==> src/rtl/div_unit_pkg.sv <==
// Shared definitions for the multi-cycle divider: FSM state codes,
// handshake levels and the EX-stage aluop codes that select DIV / DIVU.
package div_unit_pkg;

    localparam int DIV_WIDTH = 32;

    // state    | meaning
    // DIV_FREE | idle, waiting for start_i
    // DIV_BY_Z | divisor was zero, result is forced to 0 on the next edge
    // DIV_ON   | iterating, one quotient bit per clock
    // DIV_END  | result valid, held while start_i stays high
    typedef enum logic [1:0] {
        DIV_FREE = 2'b00,
        DIV_BY_Z = 2'b01,
        DIV_ON   = 2'b10,
        DIV_END  = 2'b11
    } div_state_e;

    localparam logic DIV_START            = 1'b1;
    localparam logic DIV_STOP             = 1'b0;
    localparam logic DIV_RESULT_READY     = 1'b1;
    localparam logic DIV_RESULT_NOT_READY = 1'b0;

    localparam logic [7:0] EXE_DIV_OP  = 8'b0001_1010;
    localparam logic [7:0] EXE_DIVU_OP = 8'b0001_1011;

endpackage

==> src/rtl/div_unit_step.sv <==
// One radix-2 restoring division iteration: shift {rem, quo} left by one,
// trial-subtract the divisor from the widened remainder and keep the
// difference only when it did not go negative.
module div_unit_step #(
    parameter int WIDTH = 32
) (
    input  logic [WIDTH-1:0] i_rem,
    input  logic [WIDTH-1:0] i_quo,
    input  logic [WIDTH-1:0] i_dvs,
    output logic [WIDTH-1:0] o_rem,
    output logic [WIDTH-1:0] o_quo
);

    logic [WIDTH:0] w_shift;
    logic [WIDTH:0] w_diff;
    logic           w_ge;

    // rem < dvs always holds, so the shifted value is < 2*dvs and the
    // borrow bit of the W+1 bit difference is a clean "less than" flag.
    assign w_shift = {i_rem, i_quo[WIDTH-1]};
    assign w_diff  = w_shift - {1'b0, i_dvs};
    assign w_ge    = ~w_diff[WIDTH];

    assign o_rem = w_ge ? w_diff[WIDTH-1:0] : w_shift[WIDTH-1:0];
    assign o_quo = {i_quo[WIDTH-2:0], w_ge};

endmodule

==> src/rtl/div_unit.sv <==
// Multi-cycle signed/unsigned integer divider for the EX stage.
// result_o = {remainder, quotient}, valid while ready_o is high.
module div_unit
    import div_unit_pkg::*;
#(
    parameter int WIDTH = DIV_WIDTH
) (
    input  logic               clk,
    input  logic               rst,
    input  logic               signed_div_i,
    input  logic [WIDTH-1:0]   opdata1_i,
    input  logic [WIDTH-1:0]   opdata2_i,
    input  logic               start_i,
    input  logic               annul_i,
    output logic [2*WIDTH-1:0] result_o,
    output logic               ready_o
);

    localparam int             CNT_W    = $clog2(WIDTH) + 1;
    localparam logic [CNT_W-1:0] CNT_LAST = CNT_W'(WIDTH - 1);

    div_state_e         r_state;
    div_state_e         w_next_state;
    logic [CNT_W-1:0]   r_cnt;
    logic [WIDTH-1:0]   r_rem;
    logic [WIDTH-1:0]   r_quo;
    logic [WIDTH-1:0]   r_dvs;
    logic               r_neg_quo;
    logic               r_neg_rem;
    logic [2*WIDTH-1:0] r_result;
    logic               r_ready;

    logic               w_start_ok;
    logic               w_last;
    logic [WIDTH-1:0]   w_op1_mag;
    logic [WIDTH-1:0]   w_op2_mag;
    logic [WIDTH-1:0]   w_step_rem;
    logic [WIDTH-1:0]   w_step_quo;
    logic [WIDTH-1:0]   w_fix_rem;
    logic [WIDTH-1:0]   w_fix_quo;
    logic [2*WIDTH-1:0] w_result_next;
    logic               w_ready_next;

    assign w_start_ok = start_i & ~annul_i;
    assign w_last     = (r_cnt == CNT_LAST);

    // Magnitudes are only taken in signed mode; unsigned operands pass as-is.
    assign w_op1_mag = (signed_div_i & opdata1_i[WIDTH-1]) ? (~opdata1_i + WIDTH'(1)) : opdata1_i;
    assign w_op2_mag = (signed_div_i & opdata2_i[WIDTH-1]) ? (~opdata2_i + WIDTH'(1)) : opdata2_i;

    div_unit_step #(
        .WIDTH (WIDTH)
    ) u_step (
        .i_rem (r_rem),
        .i_quo (r_quo),
        .i_dvs (r_dvs),
        .o_rem (w_step_rem),
        .o_quo (w_step_quo)
    );

    // INT_MIN / -1 wraps naturally: magnitude 2^(W-1) negated is itself.
    assign w_fix_quo = r_neg_quo ? (~w_step_quo + WIDTH'(1)) : w_step_quo;
    assign w_fix_rem = r_neg_rem ? (~w_step_rem + WIDTH'(1)) : w_step_rem;

    // State register
    always_ff @(posedge clk or negedge rst) begin
        if (!rst) begin
            r_state <= DIV_FREE;
        end else begin
            r_state <= w_next_state;
        end
    end

    // Next-state decode; annul_i returns any busy state to idle
    always_comb begin
        w_next_state = r_state;
        unique case (r_state)
            DIV_FREE: begin
                if (w_start_ok) begin
                    w_next_state = (opdata2_i == '0) ? DIV_BY_Z : DIV_ON;
                end
            end
            DIV_BY_Z: begin
                w_next_state = annul_i ? DIV_FREE : DIV_END;
            end
            DIV_ON: begin
                if (annul_i) begin
                    w_next_state = DIV_FREE;
                end else if (w_last) begin
                    w_next_state = DIV_END;
                end
            end
            DIV_END: begin
                if (annul_i || !start_i) begin
                    w_next_state = DIV_FREE;
                end
            end
            default: w_next_state = DIV_FREE;
        endcase
    end

    // Next values of the registered outputs
    always_comb begin
        w_ready_next  = DIV_RESULT_NOT_READY;
        w_result_next = '0;
        unique case (r_state)
            DIV_FREE: begin
                w_ready_next  = DIV_RESULT_NOT_READY;
                w_result_next = '0;
            end
            DIV_BY_Z: begin
                if (!annul_i) begin
                    w_ready_next = DIV_RESULT_READY;
                end
            end
            DIV_ON: begin
                if (!annul_i && w_last) begin
                    w_ready_next  = DIV_RESULT_READY;
                    w_result_next = {w_fix_rem, w_fix_quo};
                end
            end
            DIV_END: begin
                if (!annul_i && start_i) begin
                    w_ready_next  = r_ready;
                    w_result_next = r_result;
                end
            end
            default: begin
                w_ready_next  = DIV_RESULT_NOT_READY;
                w_result_next = '0;
            end
        endcase
    end

    // Output registers
    always_ff @(posedge clk or negedge rst) begin
        if (!rst) begin
            r_ready  <= DIV_RESULT_NOT_READY;
            r_result <= '0;
        end else begin
            r_ready  <= w_ready_next;
            r_result <= w_result_next;
        end
    end

    // Working registers: operands captured on the start edge, then one step per clock
    always_ff @(posedge clk or negedge rst) begin
        if (!rst) begin
            r_cnt     <= '0;
            r_rem     <= '0;
            r_quo     <= '0;
            r_dvs     <= '0;
            r_neg_quo <= 1'b0;
            r_neg_rem <= 1'b0;
        end else if (r_state == DIV_FREE) begin
            if (w_start_ok) begin
                r_cnt     <= '0;
                r_rem     <= '0;
                r_quo     <= w_op1_mag;
                r_dvs     <= w_op2_mag;
                r_neg_quo <= signed_div_i & (opdata1_i[WIDTH-1] ^ opdata2_i[WIDTH-1]);
                r_neg_rem <= signed_div_i & opdata1_i[WIDTH-1];
            end
        end else if (r_state == DIV_ON) begin
            r_rem <= w_step_rem;
            r_quo <= w_step_quo;
            r_cnt <= r_cnt + CNT_W'(1);
        end
    end

    assign result_o = r_result;
    assign ready_o  = r_ready;

endmodule

==> config.mk <==
export PLATFORM = sky130hd
export DESIGN_NAME = div_unit
export DESIGN_NICKNAME = d
export VERILOG_FILES = /design/src/rtl/div_unit_pkg.sv /design/src/rtl/div_unit_step.sv /design/src/rtl/div_unit.sv
export SDC_FILE = /design/constraint.sdc
export NUM_CORES = 1
export LEC_CHECK = 0
export ABC_AREA = 1
export BUFFER_PORTS_ARGS = -buffer_cell sky130_fd_sc_hd__buf_2
export CAP_MARGIN = 20
export CORE_ASPECT_RATIO = 0.8
export CORE_MARGIN = 5
export CORE_UTILIZATION = 45
export CTS_BUF_LIST = sky130_fd_sc_hd__clkbuf_16
export DETAILED_ROUTE_END_ITERATION = 16
export GPL_ROUTABILITY_DRIVEN = 0
export PLACE_DENSITY = 0.67
export RECOVER_POWER = 100
export SLEW_MARGIN = 0
export SYNTH_ARGS = -nofsm -noshare
export SYNTH_HDL_FRONTEND = slang
export SYNTH_HIERARCHICAL = 1
export SYNTH_SLANG_ARGS = --single-unit
==> constraint.sdc <==
create_clock -name clk -period 4.4 [get_ports clk]
set_input_delay 0.44 -clock clk [delete_from_list [all_inputs] [get_ports clk]]
set_output_delay 0.44 -clock clk [all_outputs]
set_load 0.05 [all_outputs]
# After elaboration in Yosys (flattened, before gate mapping)
# Index checks and enable logic that the tools add are counted.
# totals
mem_bits_rw	0
latchBits	0
register_bits	171
word_cells	73
memories	0
in_bits	69
out_inout_bits	65
mem_bits_ro	0
# op_classes
shift	0
bitwise_logic	11
mux	28
n_div	0
n_mul	0
order_cmp	0
reduce_logical	11
n_addsub	6
eq_ne	8
# ops
operator	n
$mux W32	11
$add A32 B1 Y32 const B	4
$mux W64	2
$not A32 Y32	4
$pmux W64 S2	1
$sub A33 B32 Y33	1
$logic_not A32 Y1	1
$mux W6	3
$mux W2	6
$pmux W2 S4	1
$add A6 B1 Y6 const B	1
$eq A6 B5 Y1 const B	1
$ne A2 B2 Y1 const B	3
$and A1 B1 Y1	4
$eq A2 B2 Y1 const B	2
$pmux W1 S4	1
$reduce_and A2 Y1	2
$mux W1	3
$ne A3 B3 Y1 const B	1
$reduce_and A3 Y1	1
$eq A2 B1 Y1 const B	1
$logic_and A1 B1 Y1	2
$logic_not A1 Y1	2
$logic_not A2 Y1	1
other kinds (4)	5

# Logic depth before layout (Yosys ltp)
# logic_depth
word_depth	7
depth_mapped	27
ltp_nobuf	26

# Modules after synthesis
# The synthesis kept the hierarchy.
# modules_own_cells
module	area_per_inst_um2	cells_each	instances
div_unit	10473.8	1533	1
div_unit_step	3390.8	712	1

# Least setup slack after synthesis
# No wires, ideal clock.
# synth_path
path_type	flip-flop to flip-flop
startpoint	register r_quo[31]
endpoint	register r_result[28] (netlist: result_o[28])
arrival_time_ps	2998
n_path_buf	2
t_required_ps	4282
period_less_slack_ps	3116
path_stages_with_launch	25
slack_ps	1284
path_cell_list	dfrtp_1 inv_1 ha_1 fa_1 inv_1 nand2_1 nand2_1 nand3_1 nand2_2 nand2_1 nand2_2 nand2_2 nand3_1 nand2_4 buf_6 buf_4 inv_1 ha_1 nand3_1 nand2_1 nand4_1 nor2_1 nand3_1 nand3_1 nand2_1
# synth_between
elab_chain_len	7
# synth_rtl
element	line	rtl
start, declared	div_unit.sv:26	logic [WIDTH-1:0] r_quo;
start signal, assigned	div_unit.sv:159	r_quo <= w_op1_mag;
start signal, assigned	div_unit.sv:166	r_quo <= w_step_quo;
$sub A33 B32 Y33	div_unit_step.sv:21	assign w_diff = w_shift - {1'b0, i_dvs};
$not A1 Y1	div_unit_step.sv:22	assign w_ge = ~w_diff[WIDTH];
named net u_step.w_ge	div_unit_step.sv:16	logic w_ge;
$not A32 Y32	div_unit.sv:62	assign w_fix_quo = r_neg_quo ? (~w_step_quo + WIDTH'(1)) : w_step_quo;
$add A32 B1 Y32	div_unit.sv:62	
$mux W32	div_unit.sv:62	
$mux W64	div_unit.sv:117	if (!annul_i && w_last) begin
$pmux W64 S2	div_unit.sv:106	unique case (r_state)
end signal, assigned	div_unit.sv:142	r_result <= w_result_next;
end, declared	div_unit.sv:30	logic [2*WIDTH-1:0] r_result;
# The timed path passes the listed nets, and every way through them passes these cells.
# A chain may end at the register's enable or synchronous reset.

# Worst setup path after layout
# layout_path
startpoint	register r_quo[31]
endpoint	register r_result[63] (netlist: result_o[63])
# layout_between
elab_chain_len	7
# layout_rtl
element	line	rtl
$sub A33 B32 Y33	div_unit_step.sv:21	
$mux W32	div_unit_step.sv:24	assign o_rem = w_ge ? w_diff[WIDTH-1:0] : w_shift[WIDTH-1:0];
named net w_step_rem[18]	div_unit.sv:37	logic [WIDTH-1:0] w_step_rem;
$not A32 Y32	div_unit.sv:63	assign w_fix_rem = r_neg_rem ? (~w_step_rem + WIDTH'(1)) : w_step_rem;
$add A32 B1 Y32	div_unit.sv:63	
$mux W32	div_unit.sv:63	
$mux W64	div_unit.sv:117	
$pmux W64 S2	div_unit.sv:106	
# The timed path passes the listed nets, and every way through them passes these cells.

==> results.json <==
{
  "fin_nets": 2425,
  "synthFlopType": "dfrtp_1",
  "drive_gt1_share_pct": 5.84,
  "grt_max_degree": 87,
  "slowest_delay_ns": 0.41,
  "ir_drop_mv": 0.390,
  "synth_top_area_share_pct": 30.9,
  "synth_edf_count": 0,
  "grt_use_total_pct": 26.2,
  "grt_busiest_layer": "met1",
  "coreArea_um2": 30400,
  "max_slew_margin_pct": -48.4,
  "final_cells": 2741,
  "drt_wl_total_um": 44800,
  "crit_type": "reg -> reg",
  "whs_path_depth": 3,
  "fin_util_pct": 49.2,
  "fp-row-count": 57,
  "crit_chain": "inv_1, ha_1, fa_1, inv_1, nand2_1, nand2_1, nand3_1, nand2_1, nand2_1, nand2_1, nand2_1, nand3_1, nand2_4, nand2_1, nand2_1, nor2_1, nand2_1, inv_1, nand3_1, o21ai_1, nand3_1, nand2_1, o21ai_0",
  "drt_pass1_iterations": 6,
  "area_delta_synth_final_pct": 7.79,
  "syn_avg_cell_area_um2": 6.18,
  "gr-usage-met3_pct": 7.04,
  "setup_ws_ns": 0.608,
  "cts_sinks": 171,
  "end_kind": "register",
  "cp.required_ns": 4.70,
  "io_pins": 134,
  "rrSetupSlack_ns": 0.61,
  "syn-cell-area_um2": 13900,
  "yosysMostFrequentCell": "nand2_1",
  "grt_first_pass_wirelength_um": 72100,
  "wire_per_inst_um": 16.3,
  "place_area_um2": 14600,
  "path_clk_slew_ns": 0.07,
  "cts_buffers": 17,
  "synthTopCellsByArea": "dfrtp_1 (31%), nand2_1 (23%), inv_1 (7.9%)",
  "worstHoldStart": "opdata2_i[1]",
  "min_path_type": "in -> reg",
  "ys.warnings.count": 6,
  "drt_iter0_drc": 1599,
  "ctsResizeCount": 0,
  "hpwlAfterDp_um": 35200,
  "crit_fanout": 35,
  "startpoint_type": "register",
  "ys_ff_latch": 171,
  "finalCriticalPeriod_ns": 3.79,
  "worst-endpoint-arrival_ns": 4.09,
  "maxCapViolCount": 2,
  "clk_latency_ns": 0.44,
  "fillers": 3238,
  "r2r-start": "r_quo[31]",
  "fin_area_um2": 14900,
  "fin_skew_ns": 0.0140,
  "worst_slew_pin_slew_ns": 2.23,
  "max_freq_mhz": 264,
  "slew_violations": 111,
  "via_per_inst": 5.27,
  "total_power_mw": 12.2,
  "cts_tree": "yes",
  "post_cts_buffers": 0,
  "initial_utilization_pct": 45.6,
  "ys_seq_area_share_pct": 30.9,
  "timing.hold.ws_ns": 0.328,
  "die_h_um": 167,
  "cp_common_cell": "nand2_1",
  "setup_viol": 0,
  "syn_nets": 2356,
  "min_to": "r_dvs[1]",
  "rr_endpoint": "result_o[63]",
  "setup_tns_ns": 0,
  "rsz0062_at_grt": "false",
  "grt_pass1_vias": 13300,
  "ant_nets": 0,
  "gr-usage-met2_pct": 36.4,
  "synth_cell_types": 46,
  "numPortBuffers": 133,
  "rr_worst_depth": 23,
  "num_vias": 14400,
  "grt-ovfl-total": 0,
  "ctsHoldBuffers": 0,
  "cts.path.max_buffers": 2,
  "antenna_found_initial": 1,
  "finalCritPeriodShare_pct": 86.2,
  "cp_slowest_cell": "fa_1",
  "root_buffer": "clkbuf_16",
  "violations": "max-capacitance violations, max-slew violations",
  "htreeDepth": 4,
  "grt.met1_usage_pct": 40.6,
  "outcome": "complete, but fails checks",
  "hold_viol_final": 0,
  "preCtsSetupSlack_ns": 0.791,
  "die_x_um": 206,
  "yosysTopAreaCell": "dfrtp_1",
  "die_area_um2": 34400,
  "synth.top_cells.by_count": "nand2_1 (845), inv_1 (292), nor2_1 (213)",
  "drc": 0,
  "dp.cells": 2708,
  "leakagePower_nw": 8.08,
  "power.density_nw_per_um2": 818,
  "synthArstFlopShare_pct": 100,
  "netlist_instances": 2245
}
==> worst max-delay path, delay by kind of cell, from the launching register on <==
family | cells | cell delay, ns
compound gates | 2 | 0.41
fa+ha+maj | 2 | 0.63
flops | 1 | 0.38
simple gates | 16 | 1.94
buf+inv | 3 | 0.30
==> metal layers <==
layer | vias up | part of all wire (%)
met3 | 58 | 10
li1 | 7165 | -
met1 | 6569 | 48
met2 | 640 | 40
met4 | 0 | 1.8
met5 | - | 0
==> cell families after synthesis <==
logic type      count (synthesis)  share of synthesized area [%]
mux                             1                         0.0812
compound gates                276                           10.9
simple gates                 1322                           39.3
flops                         171                           30.9
xor+xnor                       43                           2.72
buf+inv                       390                           12.3
fa+ha+maj                      42                           3.84
==> sequential cells by signal, indices dropped and copies added (netlist names) <==
signal and flops:
result_o 64, r_rem 32, r_quo 32, r_neg_quo 1
r_cnt 6, r_dvs 32, r_neg_rem 1, ready_o 1
r_state 2
==> placed cells by master, fill, tap and decap left out, types with 15 or more instances in the layout <==
master,instances
nor3_1,15
xor2_1,36
nand3_1,176
o21ai_0,166
buf_2,67
nand2_1,851
ha_1,41
inv_1,294
dfrtp_1,171
nand4_1,34
clkbuf_1,65
a21oi_1,70
clkbuf_16,17
nor2_1,214
==> power by group <==
part | switching, mW | internal, mW | leakage [nW] | total (mW)
Sequential | 0.545 | 2.01 | 2.25 | 2.55
Combinational | 5.91 | 2.37 | 5.58 | 8.28
Clock | 0.672 | 0.720 | 0.254 | 1.39
==> worst max-delay path by stage <==
stage / startpoint / end / depth (start not counted)
2_1_floorplan: r_quo[31] / result_o[28] / 24
3_3_place_gp: r_quo[31] / result_o[63] / 23
3_5_place_dp: r_quo[31] / result_o[63] / 23
4_1_cts: r_quo[31] / result_o[63] / 23
5_1_grt: r_quo[31] / result_o[63] / 23
6_report: r_quo[31] / result_o[63] / 23
==> cell type report <==
cell class	count	area, um^2	share of cell area (%)
Antenna cell	1	2.50	0.0167
Clock buffer	17	425	2.85
Clock inverter	15	100	0.670
Inverter	299	1130	7.54
Multi-Input combinational cell	1684	7830	52.4
Sequential cell	171	4280	28.6
Tap cell	413	517	3.46
Timing Repair Buffer	141	667	4.46
No activity file was read; power rests on OpenSTA's default activity.
